`config.mk`:
```
export PLATFORM = sky130hd
export DESIGN_NAME = bit_serial_subtractor
export DESIGN_NICKNAME = d
export VERILOG_FILES = /design/src/rtl/bit_serial_subtractor.sv
export SDC_FILE = /design/constraint.sdc
export NUM_CORES = 1
export LEC_CHECK = 0
export ABC_AREA = 1
export ABC_CLOCK_PERIOD_IN_PS = 3150
export CORE_UTILIZATION = 45
export DETAILED_ROUTE_END_ITERATION = 16
export PLACE_DENSITY = 0.71
export SETUP_SLACK_MARGIN = 0.3
export SYNTH_ARGS = -nofsm -noshare
export SYNTH_HDL_FRONTEND = slang
export SYNTH_SLANG_ARGS = --single-unit
export TNS_END_PERCENT = 30
```
`constraint.sdc`:
```
create_clock -name clk -period 3.15 [get_ports clk]
set_input_delay 0.63 -clock clk [delete_from_list [all_inputs] [get_ports clk]]
set_output_delay 0.63 -clock clk [all_outputs]
set_load 0.02 [all_outputs]
```
`src/rtl/bit_serial_subtractor.sv`:
```
// Bit-serial subtractor: D = A - B - Bin, one bit per enabled clock, LSB first.
// Optional signed-overflow flag enabled by defining SERIAL_SUB_SIGNED_OVF_EN.
module bit_serial_subtractor #(
    parameter int WIDTH = 4
) (
    input  logic             clk,
    input  logic             rst_n,
    input  logic             en,
    input  logic             start,
    input  logic [WIDTH-1:0] A,
    input  logic [WIDTH-1:0] B,
    input  logic             Bin,
    output logic             busy,
    output logic             done,
    output logic [WIDTH-1:0] D,
    output logic             Bout,
    output logic             ovf
);

    localparam int CW = (WIDTH > 1) ? $clog2(WIDTH) : 1;
    localparam logic [CW-1:0] LAST = CW'(WIDTH - 1);

    typedef enum logic [1:0] {IDLE, SHIFT, DONE} state_t;

    state_t           state_q, state_d;
    logic [CW-1:0]    cnt_q, cnt_d;
    logic [WIDTH-1:0] a_q, a_d, b_q, b_d;
    logic [WIDTH-1:0] res_q, res_d;
    logic [WIDTH-1:0] d_q, d_d;
    logic             br_q, br_d;
    logic             bout_q, bout_d;

    logic bit_a, bit_b, bit_d, bit_br;
    logic accept, finish;

    // Single full-subtractor cell working on the LSBs of the operand shifters.
    assign bit_a  = a_q[0];
    assign bit_b  = b_q[0];
    assign bit_d  = bit_a ^ bit_b ^ br_q;
    assign bit_br = (~bit_a & bit_b) | (~(bit_a ^ bit_b) & br_q);

    assign accept = en & start & (state_q == IDLE);
    assign finish = en & (state_q == SHIFT) & (cnt_q == LAST);

    always_comb begin
        state_d = state_q;
        cnt_d   = cnt_q;
        a_d     = a_q;
        b_d     = b_q;
        res_d   = res_q;
        br_d    = br_q;
        d_d     = d_q;
        bout_d  = bout_q;
        if (en) begin
            case (state_q)
                IDLE: begin
                    if (accept) begin
                        a_d     = A;
                        b_d     = B;
                        br_d    = Bin;
                        cnt_d   = '0;
                        state_d = SHIFT;
                    end
                end
                SHIFT: begin
                    a_d   = a_q >> 1;
                    b_d   = b_q >> 1;
                    res_d = {bit_d, res_q[WIDTH-1:1]};
                    br_d  = bit_br;
                    cnt_d = cnt_q + CW'(1);
                    if (finish) begin
                        cnt_d   = '0;
                        d_d     = {bit_d, res_q[WIDTH-1:1]};
                        bout_d  = bit_br;
                        state_d = DONE;
                    end
                end
                DONE:    state_d = IDLE;
                default: state_d = IDLE;
            endcase
        end
    end

    always_ff @(posedge clk or negedge rst_n) begin
        if (!rst_n) begin
            state_q <= IDLE;
            cnt_q   <= '0;
            a_q     <= '0;
            b_q     <= '0;
            res_q   <= '0;
            br_q    <= 1'b0;
            d_q     <= '0;
            bout_q  <= 1'b0;
        end else begin
            state_q <= state_d;
            cnt_q   <= cnt_d;
            a_q     <= a_d;
            b_q     <= b_d;
            res_q   <= res_d;
            br_q    <= br_d;
            d_q     <= d_d;
            bout_q  <= bout_d;
        end
    end

    assign busy = (state_q != IDLE);
    assign done = (state_q == DONE);
    assign D    = d_q;
    assign Bout = bout_q;

`ifdef SERIAL_SUB_SIGNED_OVF_EN
    // Operand sign bits are shifted out of a_q/b_q, so keep a copy for the flag.
    logic a_msb_q, b_msb_q, ovf_q;

    always_ff @(posedge clk or negedge rst_n) begin
        if (!rst_n) begin
            a_msb_q <= 1'b0;
            b_msb_q <= 1'b0;
            ovf_q   <= 1'b0;
        end else begin
            if (accept) begin
                a_msb_q <= A[WIDTH-1];
                b_msb_q <= B[WIDTH-1];
            end
            if (finish) begin
                ovf_q <= (a_msb_q ^ b_msb_q) & (bit_d ^ a_msb_q);
            end
        end
    end

    assign ovf = ovf_q;
`else
    assign ovf = 1'b0;
`endif

endmodule

```
# Word-level counts from Yosys, hierarchy flattened
# Index checks and enable logic that the tools add are counted.
# word_totals
register_bits	22
inputBits	13
word_cells	44
# op_classes
n_addsub	1
eq_ne	5
n_mux	12
bitwise_logic	11
n_reduce_logical	7
# ops
operator	count
one-hot mux 4 bit (2 select lines)	2
AND reduction 3 bit	3
2-to-1 mux 2 bit	4
2-to-1 mux 4 bit	2
one-hot mux 2 bit (2 select lines)	2
AND 1 bit	6
== test 2 bit (second input constant)	2
!= test 2 bit (second input constant)	2
nonzero test 2 bit	2
adder 2 x 1 -> 2 bit (second input constant)	1
== test 2 x 1 -> 1 bit (second input constant)	1
zero test 2 bit	1
NOT 1 bit	2
one-hot mux 1 bit (2 select lines)	1
AND reduction 2 bit	1
bitwise XOR 1 bit	2
2-to-1 mux 1 bit	1
bitwise OR 1 bit	1

# Depth between registers and ports, before layout
# Gate-level depths: netlist (run 1).
# logic_depth
ltp_word	5
ltp_mapped	6

# Worst setup path before layout (run 1)
# Ideal clock, no wire load.
# synth_timing
kind	register to output
start	register state_q[1]
end	output port done
t_arrival_ns	0.859
path_slack_ns	1.661
stages_incl_launch_ff	3
path_cell_list	dfrtp_1 > inv_2 > nor2_1
# synth_between
elab_chain_cells	1
# synth_lines
element	line	rtl
start, declared	25	state_t state_q, state_d;
start signal, assigned	95	state_q <= state_d;
== test 2 bit	107	assign done = (state_q == DONE);
end, declared	14	output logic done,
# Every way passes these cells.

# Worst setup path in the final report (run 1)
# Ends and elaborated chain as after synthesis.

==> results of run 1 <==
## sequential cells by signal, summed over array words and instances (netlist names)
register,count
D,4
a_q,4
b_q,4
res_q,3
cnt_q,2
state_q,2
Bout,1
br_q,1
## worst paths after layout
path                                         from              endpoint  slack (ns)
max                        state_q[1]$_DFFE_PN0P_                  done        0.87
min                              D[0]$_DFFE_PN0P_      D[0]$_DFFE_PN0P_        0.48
max reg2reg                state_q[1]$_DFFE_PN0P_      Bout$_DFFE_PN0P_        1.88
min reg2reg                      D[0]$_DFFE_PN0P_      D[0]$_DFFE_PN0P_        0.48
max in group asynchronous                   rst_n    b_q[0]$_DFFE_PN0P_        1.76
min in group asynchronous                   rst_n  res_q[1]$_DFFE_PN0P_        0.83
## placed cells by master (no fill, tap or decap)
cell type,Yosys,routed
clkdlybuf4s50_1,0,19
nand2_2,2,2
nand3_1,4,4
nand2_8,1,1
clkbuf_1,0,1
nor2_1,2,2
nor2_8,1,1
fa_1,1,1
nor2_2,1,1
o21ai_1,6,6
dfrtp_1,21,21
nand3_2,1,1
ha_1,1,1
inv_2,2,2
clkbuf_4,0,3
o21ai_0,3,3
conb_1,1,1
inv_1,9,9
nor2_4,2,2
nand2_1,64,64
nand2_4,1,1
## cells by family after synthesis
group / count (synthesis) / share of synthesized area, %
AO/OA/AOI/OAI: 9 / 4.34
other: 1 / 0.362
adder cells (fa/ha/maj): 2 / 3.14
buffers and inverters: 13 / 5.79
flip-flops: 21 / 50.7
AND/OR/NAND/NOR: 79 / 35.7
## stage by stage
step                      setup slack, ns  power (mW)  util, %
after floorplan                      1.66       0.764        -
after global placement               1.22       0.896     56.8
after detailed placement             1.21       0.907     56.8
after CTS                           0.856        1.04     58.0
after global routing                0.792        1.13     58.0
final                               0.874        1.02     58.0
## report_power, final
group | internal (mW) | total, mW | switching, mW | leakage [nW]
logic | 0.185 | 0.460 | 0.275 | 0.371
clock network | 0.0493 | 0.127 | 0.0782 | 0.0150
registers | 0.366 | 0.435 | 0.0683 | 0.270
total | 0.601 | 1.02 | 0.421 | 0.656
## final cells by class
class | count | area, um2
fillers | 192 | 921
flip-flops and latches | 21 | 526
multi-input cells | 91 | 452
repair buffers | 19 | 190
inverters | 11 | 41.3
well taps | 28 | 35.0
clock buffers | 4 | 26.3
## tightest hold or removal path, stage by stage (launching register included)
cell     delay, ns
dfrtp_1       0.36
nand2_1       0.05
nand2_1       0.04
## metal layers
layer  vias up  track usage, %  wire [um]
met1       361            20.9        829
met5         -               0          0
met4         0            8.57          8
met3         2            2.78         55
met2        15            29.6        889
li1        423               -          -
==> summary.md, run 1 <==
| Metric | Value |
|---|---|
| Status | `finished clean` |
| Required @ worst endpoint | `2.52 ns` |
| Syn Inst Count | `125` |
| Most numerous cell in the Yosys netlist | `nand2_1` |
| Max incr delay on CP | `0.61 ns` |
| Number of global-route vias before repair | `762` |
| Grt total ovfl | `0` |
| Mapped Area | `0.00104 mm2` |
| Ys flop type | `dfrtp_1` |
| Finished Layout Cells | `174` |
| Initial antenna violation count | `0` |
| Delay-heaviest family, CP | `buffers and inverters` |
| Clk slew on worst S/H paths | `0.12 ns` |
| Critical path class | `flip-flop to primary output` |
| Post-DP Area | `0.00124 mm2` |
| Post-route ant nets | `0` |
| Crit path max fanout | `4` |
| Synthesized area per cell | `8.30 um2` |
| Max-cap violations | `0` |
| Initial Util | `47.3%` |
| Final hold vios | `0` |
| Die height | `50.0 um` |
| Fin area | `0.00127 mm2` |
| Slew @ Worst Pin | `0.913 ns` |
| Slew HR | `39.0%` |
| Avg WL per Cell | `10.2 um` |
| RSZ-0062 raised after global routing | `false` |
| Synth-to-Final Area Change | `22.4%` |
| Sink Count | `21` |
| Setup_tns | `0 ns` |
| Post-CTS sizing | `0` |
| Htree depth | `1` |
| # diodes | `0` |
| Number of flops mapped to enable cells by yosys | `0` |
| Top cells by area, synth | `dfrtp_1 (51%), nand2_1 (23%), inv_1 (3.3%)` |
| Core Rows | `17` |
| CP Capture Type | `primary output` |
| Die Span X | `50.0 um` |
| Nets@finish | `162` |
| HPWL after DPL | `1340 um` |
| Post-synthesis sequential area ratio | `50.7%` |
| Worst hold slack | `0.484 ns` |
| Critical path depth | `3` |
| P_leak | `0.656 nW` |
| Hold Crit Class | `flip-flop to flip-flop` |
| First-pass GRT wire length | `3230 um` |
| Cell variety after synth | `20` |
| Fin crit period | `2.28 ns` |
| WL final | `1780 um` |
| # DRC | `0` |
| 1st-iter DRT viols | `5` |
| Final worst-path cycle share | `72.3%` |
| Crit path buf inv count | `2` |
| Core area | `0.00219 mm2` |
| Total iterations of the first detailed-routing run | `4` |
| Critical path, cell by cell | `inv_2 -> nor2_1 -> clkdlybuf4s50_1` |
| Number of synthesis warnings | `0` |
| Fraction of layout cells with a size suffix above 1 | `9.59%` |
| GPL Wtd Cong | `0.712` |
| Highest clock rate | `439 MHz` |
| Finish-stage setup viols | `0` |
| TritonCTS clock tree | `yes` |
| Flops & latches, synth | `21` |
| Worst EP arrival | `1.65 ns` |
| DR vias/cell | `4.60` |
| PortBufs | `19` |
| Total track usage | `17.3%` |
| VDD IR-drop max | `0.344 mV` |
| Asr flop ratio synth | `100%` |
| Pins Over Slew Limit | `0` |
| Clock Path Buffers | `2` |
| Net count of the mapped netlist | `140` |
| Post-cts hold buffer count | `0` |
| Die Area | `0.00250 mm2` |
| Skew-Pair Late Insertion Delay | `0.30 ns` |
| Maximum number of pins on one net before global-route repair | `22` |
| Area leader, netlist | `dfrtp_1` |
| Power density cells | `805 mW/mm2` |
| Cells on Worst Hold Path | `2` |
| Cells on worst reg2reg path | `6` |
| Routed vias | `801` |
| Yosys top cell area share | `50.7%` |
| CP max-delay cell | `clkdlybuf4s50_1` |
| CTS Root Cell | `clkbuf_4` |
| Postcts setup bufs | `0` |
| Critical Path Start Type | `flip-flop` |
| I/O pin total | `21` |
| List of most frequent post-synthesis cells | `nand2_1 (64), dfrtp_1 (21), inv_1 (9)` |
| TritonCTS buffer count | `3` |
| Inst Count DP | `170` |
| Post-Route Skew | `0.00618 ns` |
No activity file was read; power rests on OpenSTA's default activity.
==> run 2, diff against run 1 <==
--- a/config.mk
+++ b/config.mk
@@ -6,10 +6,10 @@
 export NUM_CORES = 1
 export LEC_CHECK = 0
 export ABC_AREA = 1
-export ABC_CLOCK_PERIOD_IN_PS = 3150
+export ABC_CLOCK_PERIOD_IN_PS = 2050
 export CORE_UTILIZATION = 45
 export DETAILED_ROUTE_END_ITERATION = 16
-export PLACE_DENSITY = 0.71
+export PLACE_DENSITY = 0.74
 export SETUP_SLACK_MARGIN = 0.3
 export SYNTH_ARGS = -nofsm -noshare
 export SYNTH_HDL_FRONTEND = slang
==> constraint.sdc (replaced) <==
create_clock -name clk -period 2.05 [get_ports clk]
set_input_delay 0.41 -clock clk [delete_from_list [all_inputs] [get_ports clk]]
set_output_delay 0.41 -clock clk [all_outputs]
set_load 0.02 [all_outputs]
==> run 2 against run 1 <==
  * Register-to-register slack worse by 1.1 ns
  * Worst hold slack worse by 0.041 ns
  * First-iteration DRC count is 120% higher
  * Utilization is 0.46 points higher
  * Routed wire length is 3.4% higher
  * Sequential power is 54% higher
  * Via count is 3.9% higher
  * Largest cell class unchanged
  * Largest power group unchanged
  * Non-clock buffer count is 1 higher
==> summary.md, run 2 (same netlist as run 1, synthesis figures left out) <==
| Metric | Value |
|---|---|
| Status | `finished clean` |
| VDD IR-drop max | `0.601 mV` |
| Highest clock rate | `583 MHz` |
| Post-cts hold buffer count | `0` |
| RSZ-0062 raised after global routing | `true` |
| Post-route ant nets | `0` |
| Skew-Pair Late Insertion Delay | `0.30 ns` |
| Setup ws final | `0.336 ns` |
| Max-cap violations | `0` |
| # diodes | `0` |
| Avg WL per Cell | `10.5 um` |
| Total track usage | `18.8%` |
| P_leak | `0.667 nW` |
| Fin crit period | `1.71 ns` |
| Core area | `0.00219 mm2` |
| Post-DP Area | `0.00125 mm2` |
| Worst hold slack | `0.443 ns` |
| Met1 Use GR | `22.6%` |
| Die Span X | `50.0 um` |
| Hold Crit Class | `primary input to asynchronous set/reset pin` |
| Htree depth | `1` |
| Gr busiest metal | `met2` |
| Critical path class | `flip-flop to primary output` |
| Clk slew on worst S/H paths | `0.12 ns` |
| HPWL after DPL | `1360 um` |
| Worst EP arrival | `1.30 ns` |
| Initial antenna violation count | `0` |
| Number of global-route vias before repair | `826` |
| Die Area | `0.00250 mm2` |
| Die height | `50.0 um` |
| 1st-iter DRT viols | `11` |
| Clock Path Buffers | `2` |
| PortBufs | `19` |
| Nets@finish | `163` |
| Initial Util | `47.3%` |
| Postcts setup bufs | `0` |
| I/O pin total | `21` |
| Most frequent cells in the layout | `nand2_1 (64), dfrtp_1 (20), clkdlybuf4s50_1 (17)` |
| Fraction of layout cells with a size suffix above 1 | `10.9%` |
| Synth-to-Final Area Change | `23.4%` |
| Pre-CTS setup slack | `0.321 ns` |
| Maximum number of pins on one net before global-route repair | `22` |
| TritonCTS buffer count | `3` |
| Final hold vios | `0` |
| GR Util met2 | `32.9%` |
| Required @ worst endpoint | `1.64 ns` |
| Most common cell after layout, fill and taps aside | `nand2_1` |
| Core Rows | `17` |
| CP Capture Type | `primary output` |
| WL final | `1840 um` |
| DR vias/cell | `4.75` |
| Post-Route Skew | `0.00916 ns` |
| Fin util | `58.4%` |
| Setup_tns | `0 ns` |
| Final worst-path cycle share | `83.6%` |
| Cells on worst reg2reg path | `6` |
| Routed vias | `832` |
| Crit path max fanout | `4` |
| GPL Wtd Cong | `0.769` |
| CTS Root Cell | `clkbuf_4` |
| Pins Over Slew Limit | `0` |
| Sink Count | `21` |
| First-pass GRT wire length | `3520 um` |
| Total iterations of the first detailed-routing run | `5` |
| Critical Path Start Type | `flip-flop` |
| Fin area | `0.00128 mm2` |
| Finish-stage setup viols | `0` |
| GR Util met3 | `3.09%` |
| Grt total ovfl | `0` |
| # DRC | `0` |
| TritonCTS clock tree | `yes` |
| Power density cells | `1230 mW/mm2` |
## run 2: cell types whose count changed in the layout (fill, tap and decap cells not counted)
| cell | previous run | this run |
|---|---|---|
| dfrtp_1 | 21 | 20 |
| clkdlybuf4s50_1 | 19 | 17 |
| dlygate4sd2_1 | 0 | 1 |
| dlymetal6s2s_1 | 0 | 1 |
| buf_4 | 0 | 1 |
| dfrtp_2 | 0 | 1 |
## run 2: layout make-up
| class | count | area, um2 |
|---|---|---|
| clock buffers | 4 | 26.3 |
| fillers | 199 | 911 |
| inverters | 11 | 41.3 |
| multi-input cells | 91 | 452 |
| flip-flops and latches | 21 | 527 |
| well taps | 28 | 35.0 |
| repair buffers | 20 | 199 |
## run 2: report_power, final
part	total, mW	switching, mW	internal (mW)
clock network	0.195	0.119	0.0757
logic	0.711	0.427	0.284
registers	0.670	0.105	0.565
## run 2: critical path: stages (launching register included)
cell	delay, ns
dfrtp_2	0.47
inv_2	0.09
nor2_1	0.11
dlygate4sd2_1	0.34
## run 2: path summary, 6_finish.rpt
path | startpoint | slack (ns) | end
max in group asynchronous | rst_n | 1.38 | state_q[1]$_DFFE_PN0P_
worst max register to register | state_q[1]$_DFFE_PN0P_ | 0.82 | D[1]$_DFFE_PN0P_
min in group clk | D[0]$_DFFE_PN0P_ | 0.49 | D[0]$_DFFE_PN0P_
worst min register to register | D[0]$_DFFE_PN0P_ | 0.49 | D[0]$_DFFE_PN0P_
worst max-delay path | state_q[1]$_DFFE_PN0P_ | 0.34 | done
worst min-delay path | rst_n | 0.44 | D[2]$_DFFE_PN0P_
## run 2: per-layer routing
layer  share of wire (%)  vias to the layer above
met1                  45                      377
met4                0.65                        0
met3                 4.9                        2
li1                    -                      424
met2                  50                       29
met5                   0                        -
## run 2: repair_timing
action,4_1_cts,5_1_grt
pin swaps,0,0
gates cloned,0,0
gates resized for setup,2,1
setup endpoints to repair,2,2
## run 2: stage by stage
stage          std cells  power [mW]
5_1_grt              175        1.73
3_3_place_gp         171        1.38
4_1_cts              175        1.60
6_report             175        1.58
3_5_place_dp         171        1.40
2_1_floorplan        125        1.17
